**src/rtl/load_store_unit.sv**
```systemverilog
// Byte/half/word load-store unit in front of a 32-bit word memory; sub-word stores are read-modify-write.
// Optional MISALIGN_TRAP_EN: misaligned half/word accesses complete immediately with err_o set.
module load_store_unit (
    input  logic        clk,
    input  logic        rst,
    input  logic        req_i,
    input  logic        we_i,
    input  logic [1:0]  size_i,
    input  logic        unsigned_i,
    input  logic [31:0] addr_i,
    input  logic [31:0] wdata_i,
    output logic        busy_o,
    output logic        done_o,
    output logic [31:0] rdata_o,
    output logic        err_o,
    output logic        mem_rd_en_o,
    output logic        mem_wr_en_o,
    output logic [31:0] mem_addr_o,
    output logic [31:0] mem_wdata_o,
    input  logic [31:0] mem_rdata_i,
    input  logic        mem_ack_i
);

    typedef enum logic [1:0] {IDLE, READ, WRITE, DONE} state_t;

    state_t      state_reg, state_next;
    logic [31:0] addr_reg;
    logic [1:0]  size_reg;
    logic        we_reg;
    logic        unsigned_reg;
    logic [31:0] wdata_reg;
    logic [31:0] word_reg;
    logic        err_reg;

    logic        capture;
    logic        misalign;
    logic [31:0] merged_word;
    logic [7:0]  byte_val;
    logic [15:0] half_val;
    logic [31:0] load_val;

    assign capture = (state_reg == IDLE) && req_i;

`ifdef MISALIGN_TRAP_EN
    assign misalign = ((size_i == 2'b01) && addr_i[0]) || (size_i[1] && (addr_i[1:0] != 2'b00));
`else
    assign misalign = 1'b0;
`endif

    always_ff @(posedge clk) begin
        if (rst) begin
            state_reg    <= IDLE;
            addr_reg     <= '0;
            size_reg     <= '0;
            we_reg       <= 1'b0;
            unsigned_reg <= 1'b0;
            wdata_reg    <= '0;
            word_reg     <= '0;
            err_reg      <= 1'b0;
        end else begin
            state_reg <= state_next;
            if (capture) begin
                addr_reg     <= addr_i;
                size_reg     <= size_i;
                we_reg       <= we_i;
                unsigned_reg <= unsigned_i;
                wdata_reg    <= wdata_i;
                err_reg      <= misalign;
            end
            if ((state_reg == READ) && mem_ack_i)
                word_reg <= mem_rdata_i;
        end
    end

    always_comb begin
        state_next  = state_reg;
        mem_rd_en_o = 1'b0;
        mem_wr_en_o = 1'b0;
        case (state_reg)
            IDLE: begin
                if (req_i) begin
                    if (misalign)
                        state_next = DONE;
                    else if (we_i && size_i[1])
                        state_next = WRITE;
                    else
                        state_next = READ;
                end
            end
            READ: begin
                mem_rd_en_o = 1'b1;
                if (mem_ack_i)
                    state_next = we_reg ? WRITE : DONE;
            end
            WRITE: begin
                mem_wr_en_o = 1'b1;
                if (mem_ack_i)
                    state_next = DONE;
            end
            DONE:    state_next = IDLE;
            default: state_next = IDLE;
        endcase
    end

    // Per-lane merge of store data into the previously read word.
    generate
        for (genvar gi = 0; gi < 4; gi++) begin : g_lane
            logic       lane_sel;
            logic [7:0] lane_src;
            always_comb begin
                if (size_reg[1]) begin
                    lane_sel = 1'b1;
                    lane_src = wdata_reg[gi*8 +: 8];
                end else if (size_reg[0]) begin
                    lane_sel = (addr_reg[1] == 1'(gi / 2));
                    lane_src = wdata_reg[(gi % 2)*8 +: 8];
                end else begin
                    lane_sel = (addr_reg[1:0] == 2'(gi));
                    lane_src = wdata_reg[7:0];
                end
            end
            assign merged_word[gi*8 +: 8] = lane_sel ? lane_src : word_reg[gi*8 +: 8];
        end
    endgenerate

    assign byte_val = word_reg[{addr_reg[1:0], 3'b000} +: 8];
    assign half_val = addr_reg[1] ? word_reg[31:16] : word_reg[15:0];

    always_comb begin
        if (size_reg[1])
            load_val = word_reg;
        else if (size_reg[0])
            load_val = {{16{~unsigned_reg & half_val[15]}}, half_val};
        else
            load_val = {{24{~unsigned_reg & byte_val[7]}}, byte_val};
    end

    assign busy_o      = (state_reg != IDLE);
    assign done_o      = (state_reg == DONE);
    assign err_o       = done_o && err_reg;
    assign rdata_o     = (done_o && !we_reg && !err_reg) ? load_val : 32'h0;
    assign mem_addr_o  = (mem_rd_en_o || mem_wr_en_o) ? {addr_reg[31:2], 2'b00} : 32'h0;
    assign mem_wdata_o = mem_wr_en_o ? merged_word : 32'h0;

endmodule

```
**config.mk**
```make
export PLATFORM = sky130hd
export DESIGN_NAME = load_store_unit
export DESIGN_NICKNAME = d
export VERILOG_FILES = /design/src/rtl/load_store_unit.sv
export SDC_FILE = /design/constraint.sdc
export NUM_CORES = 1
export LEC_CHECK = 0
export BUFFER_PORTS_ARGS = -buffer_cell sky130_fd_sc_hd__buf_2
export CAP_MARGIN = 25
export CORE_UTILIZATION = 53
export DETAILED_ROUTE_END_ITERATION = 8
export PLACE_DENSITY_LB_ADDON = 0.08
export REMOVE_ABC_BUFFERS = 1
export SLEW_MARGIN = 10
export SYNTH_ARGS = -nofsm -noshare
export SYNTH_HDL_FRONTEND = slang
export SYNTH_SLANG_ARGS = --single-unit
```
**constraint.sdc**
```tcl
create_clock -name clk -period 5.4 [get_ports clk]
set_clock_uncertainty 0.2 [all_clocks]
set_input_delay 1.35 -clock clk [delete_from_list [all_inputs] [get_ports clk]]
set_output_delay 1.35 -clock clk [all_outputs]
set_load 0.02 [all_outputs]
```
==> Word-level counts from Yosys, hierarchy flattened <==
Cells that the tools add are included.
{ "totals": {"register_bits": 102, "wordCells": 61, "in_bits": 104, "out_inout_bits": 101} }
{ "op_classes": {"bitwise": 4, "eq_ne": 9, "shift": 1, "muxes": 30, "n_reduce_logical": 10} }
{ "ops": {"columns": ["cell", "n"], "rows": [
  ["32-bit two-way mux", 5],
  ["8-bit two-way mux", 8],
  ["32-bit by 6-bit variable part select with 8-bit output", 1],
  ["16-bit two-way mux", 1],
  ["1-bit two-way mux", 11],
  ["2-bit == test, second input constant", 4],
  ["2-bit two-way mux", 4],
  ["2-bit one-hot mux with 4 select lines", 1],
  ["2-bit != test, second input constant", 3],
  ["2-bit by 1-bit == test with 1-bit output, second input constant", 2],
  ["1-bit logical AND", 4],
  ["2-bit zero test", 2],
  ["3-bit AND reduction", 1],
  ["1-bit AND", 2],
  ["1-bit inverter", 2],
  ["2-bit nonzero test", 1],
  ["1-bit zero test", 1],
  ["1-bit logical OR", 1]
]} }

==> Logic depth before layout (Yosys ltp) <==
{ "logic_depth": {"word_depth": 5, "mapped_depth": 8, "mapped_depth_nobuf": 6} }

==> Worst setup path after synthesis <==
OpenSTA, ideal clock, no wires.
{ "synth_path": {"path_type": "register -> output", "start": "register state_reg[1]", "end": "output port rdata_o[21]", "t_arrival_ns": 1.771, "t_required_ns": 3.850, "path_slack_ns": 2.079, "stages_incl_launch_ff": 7, "cell_sequence": "dfxtp_1 ha_1 nor2b_1 clkbuf_1 o31ai_4 buf_6 a21oi_1"} }
{ "synth_between": {"elab_chain_cells": 3} }
{ "synth_rtl": {"columns": ["item", "line_no", "rtl"], "rows": [
  ["start: declaration", "26", "state_t state_reg, state_next;"],
  ["start signal: assignment", "61", "state_reg <= state_next;"],
  ["2-bit == test", "139", "assign done_o = (state_reg == DONE);"],
  ["net done_o", "13", "output logic done_o,"],
  ["1-bit logical AND", "141", "assign rdata_o = (done_o && !we_reg && !err_reg) ? load_val : 32'h0;"],
  ["32-bit two-way mux", "141", null],
  ["end: declaration", "14", "output logic [31:0] rdata_o,"]
]} }
The timed path passes the listed nets, and every way through them passes these cells.

==> Final worst setup path <==
{ "layout_path": {"start": "register addr_reg[1]", "end": "output port mem_wdata_o[24]"} }
{ "layout_between": {"elab_chain_cells": 5} }
{ "layout_rtl": {"columns": ["item", "line_no", "rtl"], "rows": [
  ["start: declaration", "27", "logic [31:0] addr_reg;"],
  ["start signal: assignment", "63", "addr_reg <= addr_i;"],
  ["2-bit == test", "118", "lane_sel = (addr_reg[1:0] == 2'(gi));"],
  ["1-bit two-way mux (*)", "114", "end else if (size_reg[0]) begin"],
  ["1-bit two-way mux (*)", "111", "if (size_reg[1]) begin"],
  ["8-bit two-way mux (*)", "122", "assign merged_word[gi*8 +: 8] = lane_sel ? lane_src : word_reg[gi*8 +: 8];"],
  ["32-bit two-way mux (*)", "143", "assign mem_wdata_o = mem_wr_en_o ? merged_word : 32'h0;"],
  ["end: declaration", "19", "output logic [31:0] mem_wdata_o,"]
]} }
Every way passes the cells marked *; elsewhere a longest branch is shown, timed or not.

==> summary.md <==
| Metric | Value |
|---|---|
| Outcome | finished, final reports clean |
| Initial DRC Count | 349 |
| Worst Setup Start Kind | flip-flop |
| Synthesized area per cell | 7.27 sq um |
| Critical path origin | addr_reg[1] |
| LEAKAGE | 3.04 nW |
| Sequential share of the synthesized area | about two fifths |
| PwrDens | 392 nW/um^2 |
| CTS tree | yes |
| Antenna violations before repair | 0 |
| Hold depth | 2 |
| Critical Path RT | 3.85 ns |
| Primary FF master, synth | dfxtp_1 |
| Maxcap violations | 0 |
| Reg clk slew, reported paths | about 0.1 ns |
| Via Count | 5801 |
| Core area | 9770 sq um |
| Yosys warns | 0 |
| Min-Delay Path Class | reg -> reg |
| TNS Setup | 0 ns |
| Synth cell types | 39 |
| Main combinational cell family by area after synthesis | compound AO/OA/AOI/OAI gates |
| Post-CTS setup buffers | 0 |
| Compound-Gate Fraction of Synth Area | 25.4% |
| Post-synth EDFFs | 0 |
| Gr usage total | 30.4% |
| Metal2 WL | 7870 microns |
| Ratio of cells with drive above 1 in the final layout | 28.1% |
| Clock Tree Buf Depth | 2 |
| FF-to-FF setup slack | 3.12 ns |
| Final ANT Viol Nets | 0 |
| Highest routing layer actually used | met4 |
| Pin count of the biggest net entering global routing | 103 |
| Crit end category | output pin |
| Die Y | 102 microns |
| Final nets | 1003 |
| RSZ-0062 raised after global routing | false |
| P&R area growth vs syn | 23.6% |
| XOR/XNOR share of the synthesized area | 0% |
| Crit share post-route | between 70 and 80% |
| Drt wl/cell | ~16 microns |
| Total CTS buffers | 9 |
| Mapped Cells | 735 |
| Maximum vdd drop | roughly 0.00025 V |
| Initial Utilization | 54.6% |
| Arrival @ worst endpoint | 2.70 ns |
| FP Rows | 36 |
| Crit Path Max Fanout | 16 |
| Fin. Hold Viols | 0 |
| GPL Wtd Cong | about 0.83 |
| Remaining DRCs | 0 |
| Post-synth top cells | 234 x nand2_1, 127 x a21oi_1, 102 x dfxtp_1 |
| Reg2Reg Depth | 6 |
| Die area | ~10000 sq um |
| Top cell type's share of synthesized area | 38.2% |
| Io pins | 205 |
| Final setup vio count | 0 |
| Reg2reg start | state_reg[0] |
| Most frequent cell after synthesis | nand2_1 |
| Setup Crit Path Kind | reg -> out |
| Final Instance Count excl. Fillers | 1032 |
| Die Width | between 100 and 150 microns |
| Adder-Cell Fraction of Synth Area | under 10% |
| Met3 WL | 1400 microns |
| Hold path startpoint | addr_reg[23] |
| Post-cts sizing count | 0 |
| Final Util | 67.5% |
| Routed wire length | 16200 microns |
| Buffers on Ports | 201 |
| H-tree levels | 3 |
| Simple-Gate Fraction of Synth Area | 24.7% |
| Clock tree sinks | 102 |
| Antenna fix cells | 0 |
| Hold Buf Count CTS | 0 |
| Slew @ Worst Pin | 0.844 ns |
| Fraction of registers with async set/reset | 0% |
| Vias in the first global route | 5186 |
| Top cells by area, synth | dfxtp_1 38%, nand2_1 16%, a21oi_1 12% |
| First-pass GRT wire length | 24900 microns |
| Worst skew pair latency | 0.36 ns |
| Mux share of post-synthesis cell area | under 10% |
| Root Buffer | clkbuf_8 |
| Pre-antenna DRT Iters | 5 |
| Largest area contributor in the netlist | dfxtp_1 |
| Mapped cell area | 5340 sq um |
| GR Overflow Total | 0 |
| Synth Register Bits | about 100 |
| Highest clock rate | around 240 MHz |
| Placed cell count | 1015 |
| Post-DP HPWL | 11000 microns |
| Post-layout min period | 4.25 ns |
| Slew Viols, Final | 0 |
| Vias per inst | 5.62 |
| Met1 wire length | between 6000 and 7000 microns |
| Worst slew margin | 43.6% |
## layer usage
metal	global-route usage [%]	up-vias
met1	37.7	2669
met3	6.43	38
met5	0	-
li1	-	2781
met4	13.2	0
met2	51.1	313
## cells in the final DEF, fill, tap and decap left out, types with 5 or more instances in the layout
cell type | synthesis | layout
o311ai_0 | 7 | 7
inv_1 | 21 | 21
a21boi_0 | 8 | 8
o21ai_0 | 12 | 12
mux2i_1 | 8 | 8
nand2_1 | 234 | 233
nor2_1 | 9 | 9
and2_1 | 32 | 31
a21oi_1 | 127 | 127
o211a_1 | 15 | 15
buf_2 | 16 | 200
a211oi_1 | 10 | 10
a31oi_1 | 8 | 8
clkbuf_8 | 0 | 10
buf_4 | 6 | 9
nor2b_1 | 13 | 13
o221a_2 | 7 | 7
nand2b_1 | 9 | 9
mux2_2 | 8 | 8
o22ai_1 | 8 | 8
a221oi_1 | 8 | 8
dfxtp_1 | 102 | 101
ha_1 | 5 | 5
## cell type report
class,count,area [sq um]
flip-flops and latches,102,2040
multi-input cells,549,2940
well taps,133,166
clock buffers,10,138
clock inverters,6,115
repair buffers,211,1120
inverters,21,78.8
fillers,911,3170
## power by group
part	switching (W)	internal (W)	leakage [nW]
Combinational	0.000653	0.000333	2.08
Sequential	0.000112	0.000890	0.834
Clock	0.000275	0.000324	0.124
## worst paths after layout
kind / end
max reg2reg: addr_reg[1]
min reg2reg: addr_reg[23]
min: addr_reg[23]
max: mem_wdata_o[24]
## stage by stage
step	cell area (sq um)	power, W	setup slack, ns	hold slack, ns
after floorplan	5050	0.00164	0.892	0.226
after global placement	6290	0.00196	1.67	0.237
after detailed placement	6320	0.00199	1.58	0.242
after CTS	6580	0.00258	1.17	0.256
after global routing	6600	0.00275	1.01	0.279
final	6600	0.00259	1.15	0.254
## worst max-delay path, cell delays in order, from the launching register on
cell	delay [ns]
dfxtp_1	0.70
nor2b_1	0.75
nor2_2	0.24
a221oi_1	0.41
buf_2	0.23
## cells by family after synthesis
group,count (synthesis)
simple gates,307
other cells,1
buf+inv,86
fa+ha+maj,5
flops,102
mux,17
compound gates,217
(Power assumes the default switching activity.)
